===== src/rtl/div_seq_if.sv =====
// div_seq_if: request/response bundle for the sequential divider.
//
// Handshake rule for both directions: a transfer happens on a rising clock
// edge where valid and ready are both high. The sender holds valid and its
// payload steady until that edge. The receiver may raise or lower ready
// freely.
//   Request : i_valid / o_ready, payload i_dividend, i_divisor
//   Response: o_valid / i_ready, payload o_quotient, o_remainder,
//             o_div_by_zero
//
// The signal names follow the divider's point of view: i_* enters the
// divider and o_* leaves it.
//   slave  modport: used by the divider.
//   master modport: used by the requester/consumer.
interface div_seq_if #(
  parameter int N = 64
);
  logic         i_valid;
  logic         o_ready;
  logic [N-1:0] i_dividend;
  logic [N-1:0] i_divisor;
  logic         o_valid;
  logic         i_ready;
  logic [N-1:0] o_quotient;
  logic [N-1:0] o_remainder;
  logic         o_div_by_zero;

  modport slave (
    input  i_valid, i_dividend, i_divisor, i_ready,
    output o_ready, o_valid, o_quotient, o_remainder, o_div_by_zero
  );

  modport master (
    output i_valid, i_dividend, i_divisor, i_ready,
    input  o_ready, o_valid, o_quotient, o_remainder, o_div_by_zero
  );
endinterface


===== src/rtl/div_seq.sv =====
// div_seq: iterative unsigned restoring divider. It performs one
// subtract-and-shift step per cycle and produces N quotient bits in N cycles.
//
// Ports:
//   i_clk    clock. All state changes on the rising edge.
//   i_rst_n  synchronous active-low reset.
//   bus      div_seq_if.slave. It carries the request handshake
//            (i_valid/o_ready, i_dividend, i_divisor) and the response
//            handshake (o_valid/i_ready, o_quotient, o_remainder,
//            o_div_by_zero).
//   o_state  debug view of the FSM state: 0 IDLE, 1 RUN, 2 DONE.
//
// Optional feature macro: DIV_ZERO_FAST_EN.
//   Defined: a zero divisor skips RUN. DONE is entered one cycle after the
//            accept with the divide-by-zero result forced.
//   Undefined: a zero divisor runs all N steps. The algorithm produces the
//              same result by itself.
module div_seq #(
  parameter int N = 64
) (
  input  logic       i_clk,
  input  logic       i_rst_n,
  div_seq_if.slave   bus,
  output logic [1:0] o_state
);

  localparam int CW = $clog2(N);
  localparam logic [CW-1:0] LAST_STEP = CW'(N - 1);

  typedef enum logic [1:0] {
    S_IDLE = 2'd0,
    S_RUN  = 2'd1,
    S_DONE = 2'd2
  } state_e;

  state_e        state_q, state_d;
  logic [CW-1:0] cnt_q, cnt_d;
  logic [N:0]    rem_q, rem_d;
  logic [N-1:0]  quo_q, quo_d;
  logic [N-1:0]  div_q, div_d;
  logic          dbz_q, dbz_d;

  logic          accept;
  logic          divisor_zero;
  logic [N:0]    step_t;
  logic [N:0]    step_d;

  assign accept       = bus.i_valid && (state_q == S_IDLE);
  assign divisor_zero = (bus.i_divisor == '0);

  // Partial remainder shifted left by one, with the next dividend bit
  // brought in. The trial subtraction uses the same a + ~b + 1 form as the
  // ALU subtract. Bit N of the difference is set when t < divisor, which
  // means the step restores.
  assign step_t = {rem_q[N-1:0], quo_q[N-1]};
  assign step_d = step_t + ~{1'b0, div_q} + {{N{1'b0}}, 1'b1};

  // ---------------- FSM: state register ----------------
  always_ff @(posedge i_clk) begin
    if (!i_rst_n) state_q <= S_IDLE;
    else          state_q <= state_d;
  end

  // ---------------- FSM: next state ----------------
  always_comb begin
    state_d = state_q;
    case (state_q)
      S_IDLE: begin
        if (accept) begin
`ifdef DIV_ZERO_FAST_EN
          state_d = divisor_zero ? S_DONE : S_RUN;
`else
          state_d = S_RUN;
`endif
        end
      end
      S_RUN:   if (cnt_q == LAST_STEP) state_d = S_DONE;
      S_DONE:  if (bus.i_ready) state_d = S_IDLE;
      default: state_d = S_IDLE;
    endcase
  end

  // ---------------- FSM: outputs (pure state decodes) ----------------
  always_comb begin
    bus.o_ready = (state_q == S_IDLE);
    bus.o_valid = (state_q == S_DONE);
    o_state     = state_q;
  end

  // ---------------- datapath next state ----------------
  always_comb begin
    cnt_d = cnt_q;
    rem_d = rem_q;
    quo_d = quo_q;
    div_d = div_q;
    dbz_d = dbz_q;
    case (state_q)
      S_IDLE: begin
        if (accept) begin
          cnt_d = '0;
          div_d = bus.i_divisor;
          dbz_d = divisor_zero;
          rem_d = '0;
          quo_d = bus.i_dividend;
`ifdef DIV_ZERO_FAST_EN
          if (divisor_zero) begin
            quo_d = '1;
            rem_d = {1'b0, bus.i_dividend};
          end
`endif
        end
      end
      S_RUN: begin
        cnt_d = cnt_q + 1'b1;
        if (!step_d[N]) begin
          rem_d = step_d;
          quo_d = {quo_q[N-2:0], 1'b1};
        end else begin
          rem_d = step_t;
          quo_d = {quo_q[N-2:0], 1'b0};
        end
      end
      default: ;
    endcase
  end

  always_ff @(posedge i_clk) begin
    if (!i_rst_n) begin
      cnt_q <= '0;
      rem_q <= '0;
      quo_q <= '0;
      div_q <= '0;
      dbz_q <= 1'b0;
    end else begin
      cnt_q <= cnt_d;
      rem_q <= rem_d;
      quo_q <= quo_d;
      div_q <= div_d;
      dbz_q <= dbz_d;
    end
  end

  assign bus.o_quotient    = quo_q;
  assign bus.o_remainder   = rem_q[N-1:0];
  assign bus.o_div_by_zero = dbz_q;

endmodule


===== src/flat_wrapper.sv =====
// flat-port wrapper written by rule: the top's interface ports become plain ports
module div_seq_flat 
#(
  parameter int N = 64
)
  (i_clk, i_rst_n, o_state, bus_i_valid, bus_i_dividend, bus_i_divisor, bus_i_ready, bus_o_ready, bus_o_valid, bus_o_quotient, bus_o_remainder, bus_o_div_by_zero);
  div_seq_if #(.N(N)) bus_i ();
  input  logic i_clk;
  input  logic i_rst_n;
  output logic [1:0] o_state;
  input wire logic [$bits(bus_i.i_valid)-1:0] bus_i_valid;
  input wire logic [$bits(bus_i.i_dividend)-1:0] bus_i_dividend;
  input wire logic [$bits(bus_i.i_divisor)-1:0] bus_i_divisor;
  input wire logic [$bits(bus_i.i_ready)-1:0] bus_i_ready;
  output wire logic [$bits(bus_i.o_ready)-1:0] bus_o_ready;
  output wire logic [$bits(bus_i.o_valid)-1:0] bus_o_valid;
  output wire logic [$bits(bus_i.o_quotient)-1:0] bus_o_quotient;
  output wire logic [$bits(bus_i.o_remainder)-1:0] bus_o_remainder;
  output wire logic [$bits(bus_i.o_div_by_zero)-1:0] bus_o_div_by_zero;
  assign bus_i.i_valid = bus_i_valid;
  assign bus_i.i_dividend = bus_i_dividend;
  assign bus_i.i_divisor = bus_i_divisor;
  assign bus_i.i_ready = bus_i_ready;
  assign bus_o_ready = bus_i.o_ready;
  assign bus_o_valid = bus_i.o_valid;
  assign bus_o_quotient = bus_i.o_quotient;
  assign bus_o_remainder = bus_i.o_remainder;
  assign bus_o_div_by_zero = bus_i.o_div_by_zero;
  div_seq #(.N(N)) u_core (.i_clk(i_clk), .i_rst_n(i_rst_n), .bus(bus_i), .o_state(o_state));
endmodule

===== config.mk =====
export PLATFORM = sky130hd
export DESIGN_NAME = div_seq_flat
export DESIGN_NICKNAME = d
export VERILOG_FILES = /design/src/rtl/div_seq_if.sv /design/src/rtl/div_seq.sv /design/src/flat_wrapper.sv
export SDC_FILE = /design/constraint.sdc
export NUM_CORES = 1
export LEC_CHECK = 0
export CAP_MARGIN = 20
export CELL_PAD_IN_SITES_DETAIL_PLACEMENT = 0
export CELL_PAD_IN_SITES_GLOBAL_PLACEMENT = 1
export CORE_UTILIZATION = 37
export DETAILED_ROUTE_END_ITERATION = 16
export PLACE_DENSITY = 0.87
export SLEW_MARGIN = 20
export SYNTH_ARGS = -nofsm -noshare
export SYNTH_HDL_FRONTEND = slang
export SYNTH_SLANG_ARGS = --single-unit

===== constraint.sdc =====
create_clock -name i_clk -period 3.53 [get_ports i_clk]
set_input_delay 0.5295 -clock i_clk [delete_from_list [all_inputs] [get_ports i_clk]]
set_output_delay 0.5295 -clock i_clk [all_outputs]
set_load 0.05 [all_outputs]

---- Yosys cells after proc, flatten, opt, wreduce, memory -nomap -nowiden ----
Index checks and enable logic that the tools add are counted.
W data, S select, Z words.
storage, ports and cells
  input bits .............................. 132
  logic and storage cells ................. 35
  output and inout bits ................... 133
  flip-flop bits (word level) ............. 201
cells by class
  add/subtract/negate cells ............... 3
  muxes and demuxes ....................... 12
  bitwise logic cells ..................... 1
  reductions and logical operators ........ 7
  equality and inequality tests ........... 6
operator list
  cell                     count
  $pmux W64 S2             2
  $mux W64                 3
  $add A65 B1 Y65 const B  1
  $add A65 B65 Y65         1
  $not A64 Y65             1
  $logic_not A64 Y1        1
  $pmux W6 S2              1
  $add A6 B1 Y6 const B    1
  $eq A6 B6 Y1 const B     1
  $mux W2                  3
  $mux W6                  1
  $pmux W2 S3              1
  $ne A2 B1 Y1 const B     2
  $reduce_and A2 Y1        2
  $reduce_and A3 Y1        1
  $eq A2 B1 Y1 const B     1
  $eq A2 B2 Y1 const B     1
  $logic_not A2 Y1         1
  $ne A2 B2 Y1 const B     1
  $reduce_bool A2 Y1       1
  $logic_and A1 B1 Y1      1
  $mux W1                  1

---- Longest topological paths before layout ----
Gate-level depths: netlist (run 1).
  depth in word-level cells ............... 5
  depth in mapped cells ................... 16
  depth with buffers taken out ............ 14

---- Worst setup path before layout (run 1) ----
OpenSTA, ideal clock, no wires.
  path kind ............................... reg-to-reg
  start point ............................. register u_core.quo_q[63], in the netlist u_core.bus.o_quotient[63]
  end point ............................... register u_core.rem_q[51]
  cell stages (with the launch flop) ...... 16
  arrival time ............................ 3.107 ns
  path buffers ............................ 2
  period minus slack after synthesis ...... 3.233 ns
  library setup time ...................... 0.126 ns
  path slack .............................. 0.297 ns
  required time ........................... 3.404 ns
  cells stage by stage .................... dfxtp_1 > inv_1 > ha_1 > inv_1 > fa_1 > a211oi_1 > o211ai_2 > a41oi_2 > nor4_4 > o211ai_2 > a211o_1 > and3_1 > buf_6 > buf_6 > a32oi_1 > o21ai_1
between the ends
  longest elaborated chain between the ends .. 4
RTL lines
  what                      RTL line        text
  start: declaration        div_seq.sv:39   logic [N-1:0] quo_q, quo_d;
  start signal: assignment  div_seq.sv:137  quo_q <= quo_d;
  $add A65 B65 Y65          div_seq.sv:56   assign step_d = step_t + ~{1'b0, div_q} + {{N{1'b0}}, 1'b1};
  $add A65 B1 Y65           div_seq.sv:56
  $mux W64                  div_seq.sv:115  if (!step_d[N]) begin
  $pmux W64 S2              div_seq.sv:97   case (state_q)
  end signal: assignment    div_seq.sv:136  rem_q <= rem_d;
  end: declaration          div_seq.sv:38   logic [N:0] rem_q, rem_d;
No other way between the ends.
A chain may end at the register's enable or synchronous reset.

---- Worst setup path in the final report (run 1) ----
  start point ............................. register u_core.quo_q[63], in the netlist u_core.bus.o_quotient[63]
  end point ............................... register u_core.rem_q[30]
The elaborated chain is that of the path after synthesis.

==> results.py, run 1 <==
metrics = {
    "status": {
        "outcome": "finished, final reports clean",
    },
    "floorplanning": {
        "pin_count": 265,
        "core_area_um2": 32870,
        "std_cell_rows": 66,
        "design.die.area_um2": 34520,
        "die_w_um": 185.8,
        "start_util": 0.3803,
        "die_h_um": 185.8,
    },
    "placement": {
        "portBuffers": 264,
        "place_congestion": 0.9700,
        "dp_hpwl_um": 30670,
        "placement.cell_area_um2": 15490,
    },
    "timing": {
        "max_freq_mhz": 312.8,
        "clock_skew_ps": 19.23,
        "holdWs_ps": 441.8,
        "slew_headroom": 0.3967,
        "hold_viol": 0,
        "final.period_utilization": 0.9056,
        "maxSlewViolCount": 0,
        "fin_setup_tns_ps": 0,
        "setup_viol": 0,
        "fin_crit_ps": 3197,
        "grt_setup_unrepaired": "no",
        "worst_pin_slew_ps": 905.0,
    },
    "finish": {
        "area_growth_pct": 30.75,
        "final_cell_area_um2": 16340,
        "drive_gt1_frac": 0.04446,
        "nFillCells": 3335,
        "nets": 2092,
        "multi_input_area_um2": 7717,
        "regArea_um2": 4024,
        "n_antenna_cell": 0,
    },
    "flow_run": {
        "drv_cap": 0,
    },
    "global_route": {
        "grt_pass1_wl_um": 64330,
        "grt_pass1_vias": 12220,
        "grt_overflow": 0,
        "antenna_found_initial": 3,
        "grt_use_total": 0.2326,
        "grt_max_degree": 130,
    },
    "drt": {
        "post-route-drc-count": 0,
        "drt_wl_total_um": 41120,
        "wl_per_cell_um": 17.47,
        "drtIter0Drc": 796,
        "first_pass_iters": 5,
        "antenna_left": 0,
        "route.vias.total": 12920,
        "avgViaCountPerCell": 5.489,
    },
    "clock_network": {
        "post_cts_buffers": 0,
        "htreeDepth": 1,
        "clk_pin_slew_ps": 60,
        "cts_tree": "done",
        "insertion_delay_ps": 540,
        "cts_sinks": 201,
        "root_buffer": "clkbuf_16",
        "numCtsBuffers": 24,
        "cts_buffer_depth": 3,
    },
    "worst_setup_path": {
        "cp_slowest_stage_delay_ps": 440,
        "start_kind": "flip-flop",
        "cp_max_fo": 25,
        "crit_path_cell_trace": "inv_1 -> ha_1 -> inv_1 -> fa_1 -> a211oi_2 -> o211ai_2 -> a41oi_2 -> nor4_4 -> o211ai_2 -> a211o_1 -> and3_2 -> buf_4 -> nor2_1 -> a21oi_1 -> o21ai_1",
        "crit_path_end_kind": "flip-flop",
        "critPathArrivalTime_ps": 3610,
        "path_class": "reg -> reg",
        "critPathRequiredTime_ps": 3940,
        "critPathSlowestCell": "fa_1",
    },
    "yosys": {
        "ys_ff_latch": 201,
        "netlist_area_um2": 12500,
        "seq_area_frac_synth": 0.3219,
        "synth_cells": 1691,
        "ys_async_sr_fraction": 0,
        "syn_avg_cell_area_um2": 7.392,
        "syn_nets": 1889,
        "synth-edff-count": 0,
        "yosys_warnings": 0,
        "synth-main-ff-cell": "dfxtp_1",
        "synth_cell_types": 65,
    },
    "pwr": {
        "swShare": 0.4703,
        "switchingPower_mw": 6.423,
        "p_per_area_nw_per_um2": 835.6,
        "vdd_drop_max_mv": 0.4514,
        "internal_power_mw": 7.234,
        "p_leak_nw": 7.065,
        "p_comb_frac": 0.595,
        "pwr-share-seq": 0.210,
        "clock_power_share": 0.195,
    },
    "worst_hold_path": {
        "hp-class": "in -> reg",
    },
}
## cell usage after synthesis, drive strengths merged (5+ instances only)
library cell	n	share of area
nand3	151	0.061
nand2	374	0.11
nand4	31	0.016
o21a	6	0.0036
a21boi	69	0.041
a41oi	5	0.0041
a32oi	18	0.013
and3	9	0.0045
o21ai	89	0.036
nor2	66	0.020
nor2b	9	0.0045
a31oi	14	0.0070
o31ai	5	0.0030
o211ai	7	0.0050
buf	20	0.010
mux2i	7	0.0056
nor4	18	0.010
and2	13	0.0065
a211oi	7	0.0046
a21o	26	0.016
a21oi	115	0.046
inv	82	0.025
clkbuf	94	0.028
xnor2	39	0.027
ha	65	0.065
o211a	63	0.050
o21bai	8	0.0048
nor3	19	0.0076
xor2	19	0.013
dfxtp	201	0.32
## worst max-delay path, delay by kind of cell (launching register included)
kind | cells | cell delay, ps
DFF | 1 | 320
AOI/OAI and AO/OA | 7 | 1330
buffers and inverters | 3 | 420
adders and majority gates | 2 | 610
and+or+nand+nor | 3 | 400
## logic make-up after synthesis
family | count (synthesis) | synth area share
compound gates | 455 | 0.2502
xor+xnor | 58 | 0.04064
fa+ha+maj | 66 | 0.06667
simple gates | 707 | 0.2519
buf+inv | 197 | 0.06316
mux | 7 | 0.005606
flops | 201 | 0.3219
## flip-flops by register name, summed over array words and instances, names as in the netlist
register / count
u_core.bus.o_quotient: 64
u_core.div_q: 64
u_core.rem_q: 64
u_core.cnt_q: 6
u_core.o_state: 2
u_core.bus.o_div_by_zero: 1
## repair_timing
item	CTS	global route
resized for setup	0	2
hold buffers	0	0
setup endpoints to repair	0	2
## routing by layer
layer / vias up / track usage / part of all wire
met3: 73 / 0.06320 / 0.083
met5: - / 0 / 0.00080
met2: 433 / 0.3773 / 0.44
met4: 6 / 0.06918 / 0.028
li1: 6353 / - / -
met1: 6057 / 0.2992 / 0.44
## stage by stage
stage | total power [mW] | util | setup WS, ps | cells
after floorplan | 8.829 | - | 296.5 | 1691
after global placement | 10.96 | 0.4713 | 343.9 | 2310
after detailed placement | 10.95 | 0.4713 | 237.5 | 2310
after CTS | 13.67 | 0.4970 | 214.0 | 2354
after global routing | 14.59 | 0.4973 | 82.54 | 2354
final | 13.66 | 0.4973 | 333.1 | 2354
## layout make-up
class	instances	area share
Inverter	83	0.01906
Clock buffer	30	0.03935
Tap cell	442	0.03384
Sequential cell	201	0.2462
Multi-Input combinational cell	1293	0.4722
Timing Repair Buffer	291	0.1770
Clock inverter	14	0.01233
## power by group through the flow
stage | logic [mW] | registers (mW) | clock network, mW
final | 8.12 | 2.87 | 2.66
after global routing | 8.87 | 2.91 | 2.81
after CTS | 8.07 | 2.88 | 2.72
after detailed placement | 8.03 | 2.92 | 0
after global placement | 8.04 | 2.92 | 0
after floorplan | 5.17 | 3.66 | 0
## cells in the final DEF, fill, tap and decap left out, drive strengths merged, types with 14 or more instances in the layout
cell type / instances
nand2: 374
clkdlybuf4s50: 263
dfxtp: 201
nand3: 151
a21oi: 115
o21ai: 89
inv: 84
a21boi: 69
nor2: 66
ha: 65
o211a: 63
xnor2: 39
nand4: 31
clkbuf: 30
buf: 28
a21o: 26
xor2: 19
nor3: 19
a32oi: 18
nor4: 18
a31oi: 14
## worst paths after layout
| kind | cells past startpoint | slack (ps) | end | startpoint |
|---|---|---|---|---|
| setup / recovery | 15 | 330 | u_core.rem_q[30] | u_core.bus.o_quotient[63] |
| hold / removal | 2 | 440 | u_core.div_q[56] | i_rst_n |
| setup reg to reg | 15 | 330 | u_core.rem_q[30] | u_core.bus.o_quotient[63] |
| hold reg to reg | 2 | 460 | u_core.div_q[62] | u_core.div_q[62] |
(Power assumes the default switching activity.)
==> inputs of run 2 (changes only) <==
SLEW_MARGIN = 10   (was 20)
==> results of run 2 <==
Final layout, timing and power as in run 1 (identical DEF).
==> inputs of run 3 (changes only) <==
CTS_CLUSTER_DIAMETER = 120   (was unset)
==> results of run 3 <==
Final layout, timing and power as in run 1 (identical DEF).
